**src/rtl/issue_queue_ctrl.sv**
```systemverilog
// issue_queue_ctrl: in-order circular instruction buffer between the fetcher
// and the decoder. The head entry is dispatched only when its destination
// unit (LSB for loads/stores, RS otherwise) and the ROB can both accept it.
module issue_queue_ctrl #(
  parameter int IQ_WIDTH   = 2,
  parameter int STALL_BITS = 16
) (
  input  logic                  clk_in,
  input  logic                  rst_in,
  input  logic                  rdy_in,
  input  logic                  rob_clear_in,
  input  logic                  fetch_valid_in,
  input  logic [31:0]           fetch_ins_in,
  input  logic [31:0]           fetch_pc_in,
  output logic                  iq_full_out,
  input  logic                  rob_full_in,
  input  logic                  rs_full_in,
  input  logic                  lsb_full_in,
  output logic                  decoder_enable,
  output logic [31:0]           decoder_ins,
  output logic [31:0]           decoder_pc,
  output logic [STALL_BITS-1:0] stall_cnt
);

  localparam int IQ_DEPTH = 1 << IQ_WIDTH;
  localparam logic [IQ_WIDTH:0] FULL_COUNT = (IQ_WIDTH + 1)'(IQ_DEPTH);

  logic [IQ_WIDTH-1:0] head;
  logic [IQ_WIDTH-1:0] tail;
  logic [IQ_WIDTH:0]   count;
  logic [31:0]         ins_q [IQ_DEPTH];
  logic [31:0]         pc_q  [IQ_DEPTH];

  logic       not_empty;
  logic [6:0] head_op;
  logic       is_mem;
  logic       can_issue;
  logic       active;
  logic       enq;
  logic       deq;
  logic       stall_cond;

  // Head decode, dispatch/enqueue qualification and decoder-facing outputs
  always_comb begin
    not_empty      = (count != '0);
    head_op        = ins_q[head][6:0];
    is_mem         = (head_op == 7'b0000011) || (head_op == 7'b0100011);
    can_issue      = not_empty && !rob_full_in &&
                     (is_mem ? !lsb_full_in : !rs_full_in);
    active         = rdy_in && !rob_clear_in;
    iq_full_out    = (count == FULL_COUNT);
    decoder_enable = active && can_issue;
    enq            = active && fetch_valid_in && !iq_full_out;
    deq            = decoder_enable;
    stall_cond     = active && not_empty && !can_issue;
    decoder_ins    = not_empty ? ins_q[head] : '0;
    decoder_pc     = not_empty ? pc_q[head]  : '0;
  end

  // Pointer, occupancy and stall-counter state; flush keeps stall_cnt
  always_ff @(posedge clk_in) begin
    if (rst_in) begin
      head      <= '0;
      tail      <= '0;
      count     <= '0;
      stall_cnt <= '0;
    end else if (rdy_in) begin
      if (rob_clear_in) begin
        head  <= '0;
        tail  <= '0;
        count <= '0;
      end else begin
        if (enq) tail <= tail + 1'b1;
        if (deq) head <= head + 1'b1;
        count <= count + (IQ_WIDTH + 1)'(enq) - (IQ_WIDTH + 1)'(deq);
      end
      if (stall_cond && (stall_cnt != '1))
        stall_cnt <= stall_cnt + STALL_BITS'(1);
    end
  end

  // Entry storage; contents are don't-care outside the occupied window
  always_ff @(posedge clk_in) begin
    if (!rst_in && enq) begin
      ins_q[tail] <= fetch_ins_in;
      pc_q[tail]  <= fetch_pc_in;
    end
  end

endmodule
```
**config.mk**
```make
export PLATFORM = sky130hd
export DESIGN_NAME = issue_queue_ctrl
export DESIGN_NICKNAME = d
export VERILOG_FILES = /design/src/rtl/issue_queue_ctrl.sv
export SDC_FILE = /design/constraint.sdc
export NUM_CORES = 1
export LEC_CHECK = 0
export ABC_AREA = 1
export BUFFER_PORTS_ARGS = -buffer_cell sky130_fd_sc_hd__clkbuf_2
export CAP_MARGIN = 20
export CORE_MARGIN = 2
export CORE_UTILIZATION = 35
export CTS_CLUSTER_DIAMETER = 150
export DETAILED_ROUTE_END_ITERATION = 8
export PLACE_DENSITY_LB_ADDON = 0.15
export SKIP_CTS_REPAIR_TIMING = 1
export SLEW_MARGIN = 20
export SYNTH_ARGS = -nofsm -noshare
export SYNTH_HDL_FRONTEND = slang
export SYNTH_SLANG_ARGS = --single-unit
```
**constraint.sdc**
```tcl
create_clock -name clk_in -period 6.6 [get_ports clk_in]
set_input_delay 0.66 -clock clk_in [delete_from_list [all_inputs] [get_ports clk_in]]
set_output_delay 0.66 -clock clk_in [all_outputs]
set_load 0.01 [all_outputs]
```
==> results.cfg <==
[status]
status = completed

[yosys]
synth_top_area_share_pct = 67.7
postSynthCellCount = 990
synthArstFlopShare_pct = 0
synth_cell_types = 27
synth_top_area_cell = edfxtp_1
synth_most_common_cell = nor2_1
ys_ff_latch = 281
netlist_area_sq_um = 11300
yosys_warnings = 0
seq_area_frac_synth_pct = 72.2
syn_area_per_cell_sq_um = 11.5
synthesis.nets = 1070
synth-main-ff-cell = edfxtp_1
synth_area_leaders = edfxtp_1, nor2_1, o21ai_0
synth_edf_count = 256
netlist_top_cells_count = nor2_1, edfxtp_1, o21ai_0

[floorplan]
coreArea_sq_um = 31700
dieArea_sq_um = 33900
die_y_um = 184
die_x_um = 184
initial_core_util_pct = 35.8
ios = 154
rows = 65

[cells_and_area]
drive_gt1_share_pct = 19.1
diodes = 0
synthToLayoutAreaGrowth_pct = 18.8
nets = 1212

[critical_path]
cp_top_family = buffers and inverters
cp-start-kind = flop
critPathKind = flop to output port
crit_fanout = 67
timing.critical_path.buf_inv = 4
cpPeakStageDelay_ns = 0.65
required_ns = 5.94
worstPathArrival_ns = 3.21
worstPathCellList = buf_4 > inv_2 > buf_4 > nand3_1 > nand2_1 > nor2_1 > nand3_1 > nand2_1 > nand3_2 > nor2_1 > clkbuf_2
cp_slowest_cell = buf_4
crit_path_end_kind = output port

[clock_network]
htreeDepth = 1
numCtsBuffers = 31
clockBufferDepth = 3
cts_tree = done
clock_sinks = 281
cts.clk_slew.worst_paths_ns = 0.06
cts_root_buf = clkbuf_16
clk_latency_ns = 0.55

[hold_path]
hold_path_class = input port to flop
worstHoldStart = fetch_pc_in[27]

[power_and_ir_drop]
p_sw_share_pct = 20.1
ir_worst_vdd_uv = 162
power.internal_w = 0.00295
seqPwrFrac_pct = 52.9
pwr-share-comb_pct = 2.2
cellPowerDensity_nw_per_um2 = 274
p_clk_share_pct = 44.9
p_switching_w = 0.000742
p_leak_nw = 4.97
p_total_w = 0.00369

[route]
dr.pass1.iters = 6
via_per_inst = 4.80
routed_wirelength_um = 26600
wl_per_cell_um = 17.1
drt_iter0_drc = 450
drc = 0
vias = 7484
ant_nets = 0

[timing]
hold_ws_ns = 0.327
setup_viol = 0
fmax_mhz = 258
fin_worst_skew_ns = 0.00542
hold_viol_final = 0
max_slew_margin_pct = 29.6
grt_setup_unrepaired = no
tns_ns = 0
final.period_utilization_pct = 58.6
drv_slew = 0
tightest_slew_ns = 1.06
fin_crit_ns = 3.87

[global_routing]
overflow = 0
grt_max_degree = 117
first_global_vias = 7379
grt_antenna_before_repair = 2
grt_pass1_wl_um = 41200
grt_usage_pct = 15.6

[placement]
routabilityCongestion = 0.762
io_buffers = 153
hpwlAfterDp_um = 15500

[flow_run]
max-cap-violations = 0
final timing paths:
path | to | slack [ns] | depth (start not counted)
min reg2reg | stall_cnt[3]$_SDFFE_PP0P_ | 0.50 | 2
max reg2reg | count[2]$_SDFFE_PP0P_ | 2.82 | 18
min | pc_q[0][27]$_DFFE_PP_ | 0.33 | 1
max | decoder_enable | 2.73 | 11
layer usage:
metal | routed length (um) | part of all wire (%) | GRT usage (%)
met1 | 12200 | 46 | 21.0
met2 | 12500 | 47 | 26.1
met3 | 1390 | 5.2 | 3.01
met4 | 444 | 1.7 | 3.90
met5 | 30 | 0.11 | 0
logic make-up (layout without fill, tap and decap cells):
| family | after synthesis | count (layout) | synth area share (%) |
|---|---|---|---|
| xor+xnor | 16 | 16 | 1.24 |
| fa+ha+maj | 8 | 8 | 0.948 |
| compound gates | 199 | 199 | 8.84 |
| simple gates | 393 | 393 | 13.5 |
| buf+inv | 93 | 260 | 3.27 |
| flops | 281 | 281 | 72.2 |
worst register-to-register path, stage by stage (launching register included):
cell and delay (ns):
dfxtp_2 0.31, buf_4 0.65, inv_2 0.16, buf_4 0.42, nand3_1 0.19, nand2_1 0.08
nor2_1 0.15, nand3_1 0.09, nand2_1 0.10, nand3_2 0.12, nor2_1 0.21, ha_1 0.26
inv_1 0.06, ha_1 0.13, inv_1 0.05, fa_1 0.37, xnor2_1 0.17, nand2_1 0.07
a21oi_1 0.12
state kept, by name, indices dropped and copies added, names as in the netlist, named ones only:
signal,count
ins_q,128
pc_q,128
stall_cnt,16
count,3
head,2
tail,2
cells in the final DEF (no fill, tap or decap), types with 3 or more instances in the layout:
cell         n
clkinv_1     7
xnor2_1      7
nor3_1       3
ha_1         7
clkbuf_1     5
nand2_1     99
nand3_1     25
clkinv_2     9
a21oi_1     77
clkbuf_16   31
inv_1       36
bufinv_16    3
edfxtp_1   256
dfxtp_1     23
o21ai_0    120
xor2_1       9
nor2_4       4
clkbuf_2   153
buf_4        9
nor2_1     255
power groups by stage:
stage | sequential (W) | combinational [W] | clock (W)
after detailed placement | 0.00199 | 0.0000833 | 0
final | 0.00195 | 0.0000816 | 0.00166
after floorplan | 0.00199 | 0.0000270 | 0
after global placement | 0.00199 | 0.0000829 | 0
after global routing | 0.00195 | 0.0000922 | 0.00178
after CTS | 0.00195 | 0.0000837 | 0.00170
stage by stage:
step | utilization (%) | cell area [sq um] | std cells | setup WS, ns
2_1_floorplan | - | 11300 | 990 | 2.15
3_3_place_gp | 39.4 | 12500 | 1501 | 2.85
3_5_place_dp | 39.4 | 12500 | 1501 | 2.77
4_1_cts | 42.5 | 13500 | 1559 | 2.63
5_1_grt | 42.5 | 13500 | 1559 | 2.41
6_report | 42.5 | 13500 | 1559 | 2.73
final cells by class:
type | count | area [sq um]
Clock buffer | 36 | 795
Clock inverter | 22 | 185
Fill cell | 3028 | 18200
Inverter | 40 | 154
Multi-Input combinational cell | 616 | 2820
Sequential cell | 281 | 8190
Tap cell | 402 | 503
Timing Repair Buffer | 162 | 833
Power figures use the tool's default switching activity.
